--- src/rtl/pkt_tx_framer_pkg.sv ---
// Shared packet definitions for the transmit framer and the receive packet filter.
// Type encodings, header field positions and payload lengths live here only.
package pkt_defs;

  localparam int WORD_WIDTH  = 16;
  localparam int MAX_PAYLOAD = 4;
  localparam logic [15:0] BCAST_ID = 16'hFFFF;

  localparam logic [2:0] PKT_HB      = 3'b000;
  localparam logic [2:0] PKT_CHE     = 3'b001;
  localparam logic [2:0] PKT_INV     = 3'b010;
  localparam logic [2:0] PKT_MR      = 3'b011;
  localparam logic [2:0] PKT_CHT     = 3'b100;
  localparam logic [2:0] PKT_DATA    = 3'b101;
  localparam logic [2:0] PKT_SOS     = 3'b110;
  localparam logic [2:0] PKT_ILLEGAL = 3'b111;

  localparam int HDR_TYPE_MSB  = 15;
  localparam int HDR_TYPE_LSB  = 13;
  localparam int HDR_LEN_MSB   = 12;
  localparam int HDR_LEN_LSB   = 10;
  localparam int HDR_BCAST_BIT = 9;

  typedef enum logic [1:0] {
    ST_IDLE = 2'd0,
    ST_LOAD = 2'd1,
    ST_SEND = 2'd2
  } framer_state_t;

  // Illegal types report zero payload words; the framer never sends them.
  function automatic logic [2:0] len_of(input logic [2:0] pkt_type);
    case (pkt_type)
      PKT_HB:   len_of = 3'd4;
      PKT_CHE:  len_of = 3'd1;
      PKT_INV:  len_of = 3'd3;
      PKT_MR:   len_of = 3'd1;
      PKT_CHT:  len_of = 3'd1;
      PKT_DATA: len_of = 3'd2;
      PKT_SOS:  len_of = 3'd2;
      default:  len_of = 3'd0;
    endcase
  endfunction

endpackage

--- src/rtl/pkt_hdr_enc.sv ---
// Combinational header encoder: packet type and destination to header word and
// payload length.
module pkt_hdr_enc
  import pkt_defs::*;
(
  input  logic [2:0]  pkt_type,
  input  logic [15:0] dest,
  output logic [15:0] hdr,
  output logic [2:0]  len
);

  always_comb begin
    len = len_of(pkt_type);
    hdr = '0;
    hdr[HDR_TYPE_MSB:HDR_TYPE_LSB] = pkt_type;
    hdr[HDR_LEN_MSB:HDR_LEN_LSB]   = len;
    hdr[HDR_BCAST_BIT]             = (dest == BCAST_ID);
  end

endmodule

--- src/rtl/pkt_tx_framer.sv ---
// Transmit framer: captures one build request and streams header, source,
// destination and payload words over a valid/ready interface.
module pkt_tx_framer
  import pkt_defs::*;
(
  input  logic        clk,
  input  logic        nrst,
  input  logic        req_valid,
  output logic        req_ready,
  input  logic [2:0]  req_type,
  input  logic [15:0] req_dest,
  input  logic [63:0] req_payload,
  input  logic [15:0] myNodeID,
  output logic        tx_valid,
  input  logic        tx_ready,
  output logic [15:0] tx_data,
  output logic        tx_last,
  output logic        busy,
  output logic        err_type,
  output logic [15:0] frames_sent
);

  framer_state_t state;
  logic [2:0]  cap_type;
  logic [15:0] cap_dest;
  logic [15:0] cap_src;
  logic [63:0] cap_payload;
  logic [2:0]  idx;

  logic [15:0] hdr;
  logic [2:0]  len;
  logic [2:0]  last_idx;
  logic [2:0]  nxt_idx;
  logic [15:0] next_word;

  pkt_hdr_enc u_hdr_enc (
    .pkt_type (cap_type),
    .dest     (cap_dest),
    .hdr      (hdr),
    .len      (len)
  );

  assign busy      = (state != ST_IDLE);
  assign req_ready = !busy;
  assign last_idx  = 3'd2 + len;
  assign nxt_idx   = idx + 3'd1;

  // Word 0 is loaded in LOAD, so only indices 1..6 need selecting here.
  always_comb begin
    next_word = '0;
    case (nxt_idx)
      3'd1:    next_word = cap_src;
      3'd2:    next_word = cap_dest;
      3'd3:    next_word = cap_payload[15:0];
      3'd4:    next_word = cap_payload[31:16];
      3'd5:    next_word = cap_payload[47:32];
      3'd6:    next_word = cap_payload[63:48];
      default: next_word = '0;
    endcase
  end

  always_ff @(posedge clk) begin
    if (!nrst) begin
      state       <= ST_IDLE;
      cap_type    <= '0;
      cap_dest    <= '0;
      cap_src     <= '0;
      cap_payload <= '0;
      idx         <= '0;
      tx_valid    <= 1'b0;
      tx_data     <= '0;
      tx_last     <= 1'b0;
      err_type    <= 1'b0;
      frames_sent <= '0;
    end else begin
      err_type <= 1'b0;
      case (state)
        ST_IDLE: begin
          if (req_valid) begin
            if (req_type == PKT_ILLEGAL) begin
              err_type <= 1'b1;
            end else begin
              cap_type    <= req_type;
              cap_dest    <= req_dest;
              cap_src     <= myNodeID;
              cap_payload <= req_payload;
              state       <= ST_LOAD;
            end
          end
        end
        ST_LOAD: begin
          tx_valid <= 1'b1;
          tx_data  <= hdr;
          tx_last  <= 1'b0;
          idx      <= '0;
          state    <= ST_SEND;
        end
        ST_SEND: begin
          if (tx_ready) begin
            if (idx == last_idx) begin
              tx_valid    <= 1'b0;
              tx_last     <= 1'b0;
              tx_data     <= '0;
              frames_sent <= frames_sent + 16'd1;
              state       <= ST_IDLE;
            end else begin
              idx     <= nxt_idx;
              tx_data <= next_word;
              tx_last <= (nxt_idx == last_idx);
            end
          end
        end
        default: state <= ST_IDLE;
      endcase
    end
  end

endmodule

--- config.mk ---
export PLATFORM = sky130hd
export DESIGN_NAME = pkt_tx_framer
export DESIGN_NICKNAME = d
export VERILOG_FILES = /design/src/rtl/pkt_tx_framer_pkg.sv /design/src/rtl/pkt_hdr_enc.sv /design/src/rtl/pkt_tx_framer.sv
export SDC_FILE = /design/constraint.sdc
export NUM_CORES = 1
export LEC_CHECK = 0
export ABC_AREA = 1
export CAP_MARGIN = 15
export CORE_MARGIN = 8
export CORE_UTILIZATION = 25
export DETAILED_ROUTE_END_ITERATION = 10
export GPL_TIMING_DRIVEN = 0
export SLEW_MARGIN = 20
export SYNTH_ARGS = -nofsm -noshare
export SYNTH_HDL_FRONTEND = slang
export SYNTH_SLANG_ARGS = --single-unit
--- constraint.sdc ---
create_clock -name clk -period 2.5 [get_ports clk]
set_clock_uncertainty 0.05 [all_clocks]
set_input_delay 0.25 -clock clk [delete_from_list [all_inputs] [get_ports clk]]
set_output_delay 0.25 -clock clk [all_outputs]
set_load 0.01 [all_outputs]
==> results by group, run 1 <==
Run status
  • Status: completed

Flow run
  • Max-Cap Viols: 0

Floorplanning
  • Chip width: 176 um
  • Die footprint: 31,000 sq um
  • Die Span Y: 176 um
  • Initial Util: 25.4%
  • Num ports: 140
  • Core area: 25,200 sq um
  • Row count: 58

STA
  • # setup viols final: 0
  • Slew Viols, Final: 0
  • Period utilization: 92.1%
  • RSZ-0062 raised after global routing: false
  • Post-route minimum period: 2.30 ns
  • Final Hold Vio Count: 0
  • Fin Setup TNS: 0 ns
  • Max Clk Rate: 0.434 GHz
  • Slew @ Worst Pin: 0.736 ns
  • Slew headroom: 51.0%
  • Min Hold Slack: 0.252 ns

Cells and area
  • Final Core Density: 34.8%
  • P&R area growth vs syn: 37.1%
  • Layout cells sized above 1: 10.3%
  • Nets: 1,169
  • ANT cells: 0

Global route
  • Number of global-route vias before repair: 6,120
  • Overall global routing resource usage: 14.1%
  • First-pass GRT wire length: 33,900 um
  • Gr ovfl total: 0
  • Initial antenna violation count: 1
  • Largest net degree at the start of global routing: 17

Synth
  • Yosys warning count: 0
  • Sequential share of the synthesized area: 43.5%
  • Synthesized cell area: 6400 sq um
  • Syn Area/Cell: 7.08 sq um
  • Cells after Synth: 903
  • Most used DFF post-synth: dfxtp_1
  • Number of synthesized register bits: 139
  • Number of synthesized flops with an enable pin: 0
  • Yosys cell types: 33
  • Ys async rst share: 0%
  • Net Count, Synth: 1,012

Clock network
  • CTS Buf Count: 17
  • CTS clock-pin slew for the worst setup and hold paths: 0.06 ns
  • Clock Sink Count: 139
  • Clock buffer depth: 2
  • CTS H-tree depth: 4
  • Root Buffer: clkbuf_16
  • CTS tree: yes
  • Worst skew pair latency: 0.42 ns

Setup path
  • Critical Path RT: 2.74 ns
  • Worst-path fanout max: 10
  • CP Data Arrival Time: 2.55 ns
  • Setup CP Type: register to register
  • Worst Setup Start Kind: register
  • Setup crit end kind: register

Drt
  • Per-cell routed wire length: 15.6 um
  • Vias/cell: 4.54
  • Routed wire length: 21,900 um
  • DR iter-0 viols: 458
  • Vias: 6,368
  • # DRC: 0
  • Antenna Nets Post-Route: 0
  • 1st-pass router iterations: 6

Power
  • Maximum vdd drop: 0.000392 V
  • Power Dens Cells: 670 nW/um^2
  • Pleak: 0.00342 uW

Hold path
  • Worst Hold Class: primary input to register

Placement
  • Port-buffer cells: 138
  • Post-DP HPWL: 17,400 um
  • Final GP Congestion: 0.913
cells in the final DEF (no fill, tap or decap), types with 4 or more instances in the layout:
cell	instances
inv_6	5
a21oi_2	19
nor2_1	209
clkinvlp_4	4
nand4_1	7
o21ai_0	123
buf_2	8
ha_1	6
clkbuf_1	37
clkbuf_16	17
nand3_1	73
nor3_1	10
clkdlybuf4s50_1	138
inv_2	6
xor2_1	10
a21oi_1	30
dfxtp_1	139
inv_1	37
buf_6	4
nand2_2	26
nand2_1	135
metal layers:
metal	up-vias	share of wire, %	global-route usage, %
met5	-	0.059	0
met4	2	1.9	4.24
met3	30	6.7	3.85
met2	202	46	23.1
met1	2882	45	17.9
li1	3252	-	-
where the power goes:
| group | internal (uW) | leakage (uW) | total [uW] | switching [uW] |
|---|---|---|---|---|
| clock | 1420 | 0.000271 | 2480 | 1050 |
| sequential | 2390 | 0.00114 | 2500 | 105 |
| combinational | 383 | 0.00200 | 901 | 518 |
| total | 4200 | 0.00342 | 5880 | 1680 |
sequential cells by signal, indices dropped and copies added (netlist names):
name	flops
cap_dest	16
cap_payload	64
cap_src	16
cap_type	3
err_type	1
frames_sent	16
idx	3
state	2
tx_data	16
tx_last	1
tx_valid	1
layout make-up:
class | instances | area (sq um)
timing repair buffer | 138 | 1380
sequential | 139 | 2780
clock inverter | 13 | 131
multi-input combinational | 666 | 3190
buffer | 54 | 267
fill | 2658 | 16400
inverter | 44 | 168
clock buffer | 19 | 443
tap | 330 | 413
cells in the mapped netlist, types with 6 or more instances:
master	n	area, sq um
nor2_1	209	785
nand4_1	7	43.8
inv_1	37	139
a21oi_2	19	166
nor3_1	10	50.1
nand2_1	135	507
nand3_1	73	365
clkbuf_1	37	139
inv_2	6	22.5
ha_1	6	75.1
nand2_2	26	163
dfxtp_1	139	2780
xor2_1	10	87.6
buf_2	8	40.0
a21oi_1	30	150
o21ai_0	123	616
worst max-delay path, cell delays in order, from the launching register on:
cell,delay [ns]
dfxtp_1,0.44
inv_1,0.16
ha_1,0.23
buf_2,0.18
nand3_1,0.16
inv_1,0.14
clkbuf_2,0.24
nand2_1,0.15
o21ai_0,0.08
o21ai_0,0.25
a21oi_1,0.10
stage by stage:
stage	std cells	power (uW)	area [sq um]	setup slack [ns]
finish	1403	5880	8770	0.197
global route	1403	6120	8770	0.0645
floorplan	903	3040	6400	0.760
detailed placement	1371	3450	8190	0.148
CTS	1403	5910	8770	0.120
global placement	1371	3430	8190	0.128
path summary, 6_finish.rpt:
kind / slack (ns) / cells past startpoint / from / to
worst max-delay path: 0.20 / 10 / idx[0] / tx_data[15]
worst min-delay path: 0.25 / 3 / nrst / tx_data[15]
worst min register to register: 0.41 / 2 / cap_payload[12] / cap_payload[12]
worst max register to register: 0.20 / 10 / idx[0] / tx_data[15]
logic make-up (layout without fill, tap and decap cells):
kind of cell | Yosys count | count (layout) | share of synthesized area (%)
and+or+nand+nor | 473 | 473 | 32.1
xor gates and xnor gates | 11 | 11 | 1.51
AOI/OAI and AO/OA | 176 | 176 | 14.9
DFF | 139 | 139 | 43.5
buffers and inverters | 98 | 268 | 6.77
adders and majority gates | 6 | 6 | 1.17
timing repair:
item / 4_1_cts / 5_1_grt
endpoints found under the setup margin: 0 / 6
buffers inserted: 0 / 0
gates resized for setup: 0 / 3
hold buffers: 0 / 0
Power figures use the tool's default switching activity.
==> inputs of run 2 (changes only) <==
--- a/config.mk
+++ b/config.mk
@@ -11,6 +11,7 @@
 export CORE_UTILIZATION = 25
 export DETAILED_ROUTE_END_ITERATION = 10
 export GPL_TIMING_DRIVEN = 0
+export PLACE_DENSITY = 0.48
 export SLEW_MARGIN = 20
 export SYNTH_ARGS = -nofsm -noshare
 export SYNTH_HDL_FRONTEND = slang
==> run 2 against run 1 <==
Global-route usage is 0.31 points higher. Non-clock buffer count stayed put. Worst hold slack worse by 0.027 ns. Cell count stayed put. Sequential share of layout area hardly changed. Via count is 2.4% lower. Cell area is 0.16% higher. Fmax is 0.34% lower. Sequential power hardly changed. Count of clock-buffer cells in the layout is 1 lower. First-iteration DRC count is 25% lower. Core utilization is 0.055 points higher. Critical path type unchanged.
==> results by group, run 2 (synthesis results as in run 1) <==
Placement
  • Final GP Congestion: 0.833
  • Port-buffer cells: 138
  • Placement Cell Area: 8190 sq um
  • Post-DP HPWL: 18,000 um

Power
  • Pleak: 0.00344 uW
  • Power Dens Cells: 679 nW/um^2
  • Maximum vdd drop: 0.000341 V

Setup path
  • CP Buf/Inv Count: 4
  • Critical-path cell list: inv_1 -> ha_1 -> buf_2 -> nand3_1 -> inv_1 -> clkbuf_2 -> nand2_1 -> o21ai_0 -> o21ai_0 -> a21oi_1
  • CP Data Arrival Time: 2.57 ns
  • Worst Setup Start Kind: register
  • Critical Path RT: 2.76 ns
  • Critical path's top delay family: buffers and inverters
  • Slowest cell on crit path: dfxtp_1
  • Critical path's largest stage delay: 0.43 ns
  • Setup crit end kind: register
  • Worst-path fanout max: 10
  • Setup CP Type: register to register

STA
  • Post-route minimum period: 2.31 ns
  • Slew headroom: 45.6%
  • # setup viols final: 0
  • Final Hold Vio Count: 0
  • Min Hold Slack: 0.225 ns
  • Slew Viols, Final: 0
  • RSZ-0062 raised after global routing: false
  • Period utilization: 92.4%
  • Max Clk Rate: 0.433 GHz
  • Slew @ Worst Pin: 0.816 ns
  • Fin Setup TNS: 0 ns

Global route
  • Overall global routing resource usage: 14.4%
  • First-pass GRT wire length: 34,200 um
  • Gr ovfl total: 0
  • Largest net degree at the start of global routing: 17
  • Initial antenna violation count: 1
  • Number of global-route vias before repair: 6,154

Clock network
  • Clock buffer depth: 2
  • CTS Buf Count: 17
  • Worst skew pair latency: 0.43 ns
  • Clock Sink Count: 139
  • Postcts setup bufs: 0
  • Post-CTS sizing: 0
  • Root Buffer: clkbuf_16
  • CTS clock-pin slew for the worst setup and hold paths: 0.06 ns
  • CTS tree: yes
  • CTS H-tree depth: 4
  • Hold buffer count at cts: 0

Drt
  • 1st-pass router iterations: 5
  • DR top layer: met5
  • Routed length on met2: 10,200 um
  • DR iter-0 viols: 342
  • Antenna Nets Post-Route: 0
  • Wl on met1: 10,300 um
  • # DRC: 0
  • Routed wire length: 22,300 um
  • Met3 WL: 1370 um
  • Vias: 6,215
  • Vias/cell: 4.43
  • Per-cell routed wire length: 15.9 um

Cells and area
  • Final instance area: 8790 sq um
  • Fillers: 2,733
  • ANT cells: 0
  • Most common cell after layout, fill and taps aside: nor2_1
  • Nets: 1,169
  • Most frequent cells in the layout: nor2_1 (209), dfxtp_1 (138), clkdlybuf4s50_1 (138), nand2_1 (135), o21ai_0 (123)
  • Largest register FFs: 64
  • P&R area growth vs syn: 37.3%
  • Layout cells sized above 1: 10.5%
  • Largest Register: cap_payload

Floorplanning
  • Row count: 58
  • Die footprint: 31,000 sq um
  • Initial Util: 25.4%
  • Chip width: 176 um
  • Core area: 25,200 sq um
  • Num ports: 140
  • Die Span Y: 176 um

Hold path
  • Worst Hold Class: primary input to register

Flow run
  • Max-Cap Viols: 0

Run status
  • Status: completed
## run 2: changes by cell type in the layout (fill, tap and decap cells not counted), sizes merged
cell      previous run  this run
clkbuf              56        55
clkinv               1         3
clkinvlp             4         0
inv                 51        54
## run 2: final cells by class
cell class,count,area (sq um),area share (%)
inverters,44,168,1.91
flip-flops and latches,139,2780,31.7
repair buffers,138,1380,15.7
multi-input cells,666,3190,36.3
well taps,330,413,4.70
clock inverters,14,148,1.68
clock buffers,18,439,5.00
plain buffers,54,267,3.03
## run 2: final timing paths
check / from / cells after the start / slack (ns) / to
worst min register to register: cap_payload[12] / 2 / 0.41 / cap_payload[12]
worst min-delay path: nrst / 3 / 0.22 / cap_type[1]
worst max register to register: idx[0] / 10 / 0.19 / tx_data[15]
worst max-delay path: idx[0] / 10 / 0.19 / tx_data[15]
## run 2: power by group
group	internal (uW)	leakage, uW	switching, uW
Clock	1440	0.000293	1120
Combinational	382	0.00200	517
Sequential	2390	0.00114	109
## run 2: metal layers
layer | global-route usage (%) | up-vias
li1 | - | 3253
met5 | 0 | -
met2 | 23.4 | 154
met4 | 4.66 | 2
met1 | 18.1 | 2782
met3 | 4.21 | 24
## run 2: through the flow
step,instances,total power [uW],utilization [%],worst slack (ns)
2_1_floorplan,903,3040,-,0.760
3_3_place_gp,1371,3450,32.5,0.0902
3_5_place_dp,1371,3460,32.5,0.0810
4_1_cts,1403,6020,34.9,0.0539
5_1_grt,1403,6250,34.9,0.0171
6_report,1403,5960,34.9,0.189
## run 2: worst min-delay path, stage by stage
cell      delay (ns)
clkbuf_1        0.22
o21ai_0         0.14
a21oi_1         0.05
